<file path="src/rtl/seq_muldiv_pkg.sv">
// rtl/seq_muldiv_pkg.sv - op encodings, FSM states and default width for seq_muldiv
package seq_muldiv_pkg;

    localparam int DEFAULT_WIDTH = 32;

    localparam logic [1:0] OP_MULT  = 2'b00;
    localparam logic [1:0] OP_MULTU = 2'b01;
    localparam logic [1:0] OP_DIV   = 2'b10;
    localparam logic [1:0] OP_DIVU  = 2'b11;

    typedef enum logic [1:0] {
        S_IDLE = 2'b00,
        S_CALC = 2'b01,
        S_FIX  = 2'b10,
        S_DONE = 2'b11
    } state_t;

    function automatic logic op_is_div(input logic [1:0] op);
        return op[1];
    endfunction

    function automatic logic op_is_signed(input logic [1:0] op);
        return ~op[0];
    endfunction

endpackage

</file>
<file path="src/rtl/seq_muldiv_sign_fix.sv">
// rtl/seq_muldiv_sign_fix.sv - conditional two's-complement negate
module sign_fix #(
    parameter int W = 32
) (
    input  logic [W-1:0] in,
    input  logic         neg,
    output logic [W-1:0] out
);

    assign out = neg ? ((~in) + W'(1)) : in;

endmodule

</file>
<file path="src/rtl/seq_muldiv.sv">
// rtl/seq_muldiv.sv - one-bit-per-cycle MULT/MULTU/DIV/DIVU unit with HI/LO results
// Divider datapath present only when SEQ_MULDIV_DIV_EN is defined.
module seq_muldiv
    import seq_muldiv_pkg::*;
#(
    parameter int WIDTH = DEFAULT_WIDTH
) (
    input  logic             clk,
    input  logic             reset,
    input  logic             in_valid,
    output logic             in_ready,
    input  logic [1:0]       op,
    input  logic [WIDTH-1:0] A,
    input  logic [WIDTH-1:0] B,
    input  logic             kill,
    output logic             out_valid,
    output logic [WIDTH-1:0] ALU_Hi,
    output logic [WIDTH-1:0] ALU_Lo,
    output logic             Zero,
    output logic             err
);

    localparam int CW = $clog2(WIDTH) + 1;

    state_t           r_state;
    state_t           w_next;
    logic [CW-1:0]    r_cnt;
    logic             r_is_div;
    logic             r_neg_res;
    logic             r_neg_rem;
    logic [WIDTH-1:0] r_hi;
    logic [WIDTH-1:0] r_lo;
    logic [WIDTH:0]   r_m;

    logic             r_out_valid;
    logic [WIDTH-1:0] r_alu_hi;
    logic [WIDTH-1:0] r_alu_lo;
    logic             r_zero;
    logic             r_err;

    logic             w_accept;
    logic             w_direct;
    logic             w_signed;
    logic             w_a_neg;
    logic             w_b_neg;
    logic [WIDTH:0]   w_mag_a;
    logic [WIDTH:0]   w_mag_b;
    logic [WIDTH:0]   w_add;
    logic [WIDTH-1:0] w_step_hi;
    logic [WIDTH-1:0] w_step_lo;
    logic [2*WIDTH-1:0] w_prod;
    logic [WIDTH-1:0] w_res_hi;
    logic [WIDTH-1:0] w_res_lo;
    logic             w_unused;

    assign w_accept = in_valid & (r_state == S_IDLE) & ~kill;
    assign w_signed = op_is_signed(op);
    assign w_a_neg  = w_signed & A[WIDTH-1];
    assign w_b_neg  = w_signed & B[WIDTH-1];

    // One extra bit keeps |most-negative| exact after negation.
    sign_fix #(.W(WIDTH+1)) u_mag_a (.in({w_a_neg, A}), .neg(w_a_neg), .out(w_mag_a));
    sign_fix #(.W(WIDTH+1)) u_mag_b (.in({w_b_neg, B}), .neg(w_b_neg), .out(w_mag_b));

    sign_fix #(.W(2*WIDTH)) u_fix_prod (.in({r_hi, r_lo}), .neg(r_neg_res), .out(w_prod));

`ifdef SEQ_MULDIV_DIV_EN
    logic             w_b_zero;
    logic [WIDTH:0]   w_shift;
    logic [WIDTH+1:0] w_trial;
    logic             w_ge;
    logic [WIDTH-1:0] w_rem_next;
    logic [WIDTH-1:0] w_quo_fix;
    logic [WIDTH-1:0] w_rem_fix;

    assign w_b_zero   = (B == '0);
    assign w_direct   = op_is_div(op) & w_b_zero;
    assign w_shift    = {r_hi, r_lo[WIDTH-1]};
    assign w_trial    = {1'b0, w_shift} - {1'b0, r_m};
    assign w_ge       = ~w_trial[WIDTH+1];
    assign w_rem_next = w_ge ? w_trial[WIDTH-1:0] : w_shift[WIDTH-1:0];

    sign_fix #(.W(WIDTH)) u_fix_quo (.in(r_lo), .neg(r_neg_res), .out(w_quo_fix));
    sign_fix #(.W(WIDTH)) u_fix_rem (.in(r_hi), .neg(r_neg_rem), .out(w_rem_fix));

    assign w_res_hi = r_is_div ? w_rem_fix : w_prod[2*WIDTH-1:WIDTH];
    assign w_res_lo = r_is_div ? w_quo_fix : w_prod[WIDTH-1:0];
    assign w_unused = ^{w_mag_a[WIDTH], w_trial[WIDTH]};
`else
    assign w_direct = op_is_div(op);
    assign w_res_hi = w_prod[2*WIDTH-1:WIDTH];
    assign w_res_lo = w_prod[WIDTH-1:0];
    assign w_unused = ^{w_mag_a[WIDTH], r_neg_rem, r_is_div};
`endif

    always_comb begin
        w_add     = {1'b0, r_hi} + (r_lo[0] ? r_m : '0);
        w_step_hi = w_add[WIDTH:1];
        w_step_lo = {w_add[0], r_lo[WIDTH-1:1]};
`ifdef SEQ_MULDIV_DIV_EN
        if (r_is_div) begin
            w_step_hi = w_rem_next;
            w_step_lo = {r_lo[WIDTH-2:0], w_ge};
        end
`endif
    end

    always_comb begin
        w_next = r_state;
        case (r_state)
            S_IDLE: if (w_accept) w_next = w_direct ? S_DONE : S_CALC;
            S_CALC: begin
                if (kill)                    w_next = S_IDLE;
                else if (r_cnt == CW'(1))    w_next = S_FIX;
            end
            S_FIX:  w_next = kill ? S_IDLE : S_DONE;
            S_DONE: w_next = S_IDLE;
            default: w_next = S_IDLE;
        endcase
    end

    always_ff @(posedge clk or posedge reset) begin
        if (reset) begin
            r_state     <= S_IDLE;
            r_cnt       <= '0;
            r_is_div    <= 1'b0;
            r_neg_res   <= 1'b0;
            r_neg_rem   <= 1'b0;
            r_hi        <= '0;
            r_lo        <= '0;
            r_m         <= '0;
            r_out_valid <= 1'b0;
            r_alu_hi    <= '0;
            r_alu_lo    <= '0;
            r_zero      <= 1'b1;
            r_err       <= 1'b0;
        end else begin
            r_state     <= w_next;
            r_out_valid <= (w_next == S_DONE);
            case (r_state)
                S_IDLE: begin
                    if (w_accept) begin
                        r_cnt     <= CW'(WIDTH);
                        r_is_div  <= op_is_div(op);
                        r_neg_res <= w_a_neg ^ w_b_neg;
                        r_neg_rem <= w_a_neg & op_is_div(op);
                        r_hi      <= '0;
                        r_lo      <= w_mag_a[WIDTH-1:0];
                        r_m       <= w_mag_b;
                        if (w_direct) begin
`ifdef SEQ_MULDIV_DIV_EN
                            r_alu_hi <= A;
                            r_alu_lo <= '1;
                            r_zero   <= 1'b0;
`else
                            r_alu_hi <= '0;
                            r_alu_lo <= '0;
                            r_zero   <= 1'b1;
`endif
                            r_err    <= 1'b1;
                        end
                    end
                end
                S_CALC: begin
                    if (!kill) begin
                        r_cnt <= r_cnt - CW'(1);
                        r_hi  <= w_step_hi;
                        r_lo  <= w_step_lo;
                    end
                end
                S_FIX: begin
                    if (!kill) begin
                        r_alu_hi <= w_res_hi;
                        r_alu_lo <= w_res_lo;
                        r_zero   <= ~|{w_res_hi, w_res_lo};
                        r_err    <= 1'b0;
                    end
                end
                default: ;
            endcase
        end
    end

    assign in_ready  = (r_state == S_IDLE);
    assign out_valid = r_out_valid;
    assign ALU_Hi    = r_alu_hi;
    assign ALU_Lo    = r_alu_lo;
    assign Zero      = r_zero;
    assign err       = r_err;

endmodule
</file>
<file path="config.mk">
export PLATFORM = sky130hd
export DESIGN_NAME = seq_muldiv
export DESIGN_NICKNAME = d
export VERILOG_FILES = /design/src/rtl/seq_muldiv_pkg.sv /design/src/rtl/seq_muldiv_sign_fix.sv /design/src/rtl/seq_muldiv.sv
export SDC_FILE = /design/constraint.sdc
export NUM_CORES = 1
export LEC_CHECK = 0
export BUFFER_PORTS_ARGS = -buffer_cell sky130_fd_sc_hd__buf_2
export CAP_MARGIN = 20
export CORE_MARGIN = 2
export CORE_UTILIZATION = 50
export CTS_BUF_LIST = sky130_fd_sc_hd__clkbuf_8
export DETAILED_ROUTE_END_ITERATION = 10
export PLACE_DENSITY = 0.68
export SYNTH_ARGS = -nofsm -noshare
export SYNTH_HDL_FRONTEND = slang
export SYNTH_HIERARCHICAL = 1
export SYNTH_SLANG_ARGS = --single-unit
</file>
<file path="constraint.sdc">
create_clock -name clk -period 16.1 [get_ports clk]
set_input_delay 2.415 -clock clk [delete_from_list [all_inputs] [get_ports clk]]
set_output_delay 2.415 -clock clk [all_outputs]
set_load 0.03 [all_outputs]
</file>
==> impl_metrics.toml <==
[clock_tree]
numCtsBuffers = 17
clkSlewWorstSetupHoldPaths_ps = 110
clk_latency_ps = 470
clk_path_buf_depth = 2
root_buffer = "clkbuf_8"
cts.sinks = 173
ctsResizeCount = 0
postCtsSetupBuffers = 0
ctsHoldBuffers = 0
cts_tree = "yes"
cts_htree_levels = 4

[setup_path]
cp_max_fo = 4
r2r-start = "r_lo[20]$_DFFE_PP0P_"
arrival_ps = 4380
ff2ff_setup_slack_ps = 12240
crit_start = "A[1]"
cp-end-kind = "flip-flop"
worst-path-buf-inv = 2
start_kind = "input port"
reg2reg_to = "Zero$_DFFE_PP1P_"
cp_cell_sequence = "buf_2, inv_1, ha_1, or4b_1, nor4b_2, a41oi_1, xor2_1, mux2i_1, o21ai_0"
cpLargestDelayFamily = "simple AND/OR/NAND/NOR gates"
worstPathRequired_ps = 16410
critical_path_class = "input port to flip-flop"
slowest_stage = "nor4b_2"
cp_slowest_stage_delay_ps = 520
worstRegToRegCells = 9

[run]
drv_cap = 0

[global_routing]
track_usage_pct = 24.68
antenna_found_initial = 0
grt_pass1_wl_um = 51170
grt_use_met3_pct = 3.814
grt-ovfl-total = 0
busiest_layer = "met2"
grt_pass1_vias = 9510
grt_start_max_net_pins = 98
grtUsageMet1_pct = 36.62
met2_usage_pct = 37.61

[finish]
fillCellCount = 2137
drive_gt1_share_pct = 18.16
postLayoutCoreUtil_pct = 56.82
syn2layout_area_growth_pct = 11.27
antenna_cells = 0
nNetsFinal = 1516
finalNonFillerCells = 1740

[timing]
setup_viol = 0
period_needed_ps = 4068
rsz0062_at_grt = "false"
max_freq_mhz = 245.9
finalSetupTns_ps = 0
post-route-period-util_pct = 25.26
skew_ps = 19.71
worst_pin_slew_ps = 1092
worst_hold_slack_ps = 473.0
hold_viol = 0
relSlewSlack_pct = 27.05
finalMaxSlewViolations = 0

[floorplan]
boundaryPins = 138
die_w_um = 158.8
die-area_mm2 = 0.02523
initial_core_util_pct = 51.06
coreArea_mm2 = 0.02347
fp.dieH_um = 158.8
fp-row-count = 56

[routing]
vias = 10235
drt-total-wl_um = 31010
postRouteAntennaNets = 0
remaining_drc_errors = 0
drt_first_iter_violations = 670
dr.pass1.iters = 6
vias_per_cell = 5.882
wl_per_cell_um = 17.82

[pwr]
irDropWorstVdd_uv = 97.05
p_per_area_mw_per_mm2 = 180.4
leakage_nw = 5.926

[yosys]
syn-mean-instance-area_um2 = 9.156
ys_warn_count = 6
syn_inst = 1309
syn_area_mm2 = 0.01199
syn_nets = 1417

[hold_path]
min_to = "r_m[14]$_DFFE_PP0P_"
hold_path_startpoint = "r_m[14]$_DFFE_PP0P_"
min_path_cells = 2
hp-class = "flip-flop to flip-flop"

[placement]
placedCellCount = 1706
dp_hpwl_um = 23290
gp_congestion = 0.8982
port_buffers = 137

[outcome]
status = "finished, final reports clean"
## worst reg2reg max path, stage by stage, from the launching register on
cell and delay, ps:
dfrtp_1 460, or4_4 620, or2_1 300, or4_1 450
o31ai_1 260, xnor2_1 130, nor4_1 690, nand4_1 180
or4_1 550, a21oi_1 160
## metrics by stage
stage | worst slack (ps) | power (W) | area, um^2
4_1_cts | 12090 | 0.002403 | 13310
5_1_grt | 11970 | 0.002574 | 13340
2_1_floorplan | 8998 | 0.001723 | 11990
3_5_place_dp | 11590 | 0.002080 | 12890
3_3_place_gp | 11670 | 0.002058 | 12890
6_report | 12030 | 0.002405 | 13340
## metal layers
metal | vias to the layer above | routed length [um]
met5 | - | 0
li1 | 4984 | -
met4 | 0 | 523
met1 | 4926 | 15180
met3 | 28 | 1743
met2 | 297 | 13570
## registers in the layout, summed over array words and instances (netlist names)
signal and count:
ALU_Hi 32, out_valid 1, r_state 2, r_cnt 6
r_m 33, r_hi 32, r_neg_res 1, r_lo 32
ALU_Lo 32, err 1, Zero 1
## worst max path at each step
stage	endpoint	cells after the start
6_report	r_lo[30]$_DFFE_PP0P_	9
5_1_grt	r_lo[24]$_DFFE_PP0P_	9
4_1_cts	r_lo[30]$_DFFE_PP0P_	9
3_5_place_dp	r_lo[30]$_DFFE_PP0P_	9
3_3_place_gp	r_lo[30]$_DFFE_PP0P_	9
2_1_floorplan	ALU_Hi[0]$_DFFE_PP0P_	1
## layout by cell type (no fill, tap or decap), types with 19 or more instances in the layout
| master | n |
|---|---|
| o21ai_0 | 88 |
| o31ai_1 | 30 |
| nor4_1 | 24 |
| o41ai_1 | 26 |
| ha_1 | 37 |
| nor3_1 | 20 |
| and2_1 | 33 |
| mux2i_1 | 32 |
| inv_1 | 23 |
| a21o_1 | 19 |
| a22o_1 | 65 |
| dfrtp_1 | 171 |
| nand2_1 | 225 |
| a21oi_1 | 36 |
| buf_2 | 137 |
| nor2_1 | 43 |
| xor2_1 | 23 |
| xnor2_1 | 129 |
## power by group
part / switching (W) / internal (W) / leakage [nW] / total, W
clock: 0.000185 / 0.000136 / 0.212 / 0.000321
combinational: 0.000760 / 0.000480 / 3.45 / 0.00124
sequential: 0.000224 / 0.000620 / 2.26 / 0.000844
total: 0.00117 / 0.00124 / 5.93 / 0.00241
## layout make-up
cell class                 instances  area [um^2]  area share, %
sequential                       173         4332          32.48
clock inverter                    14        168.9          1.267
inverter                          24        95.09         0.7130
multi-input combinational       1044         7311          54.82
timing repair buffer             148        783.3          5.873
clock buffer                      18        247.7          1.858
tap                              319        399.1          2.993
Power figures use the tool's default switching activity.
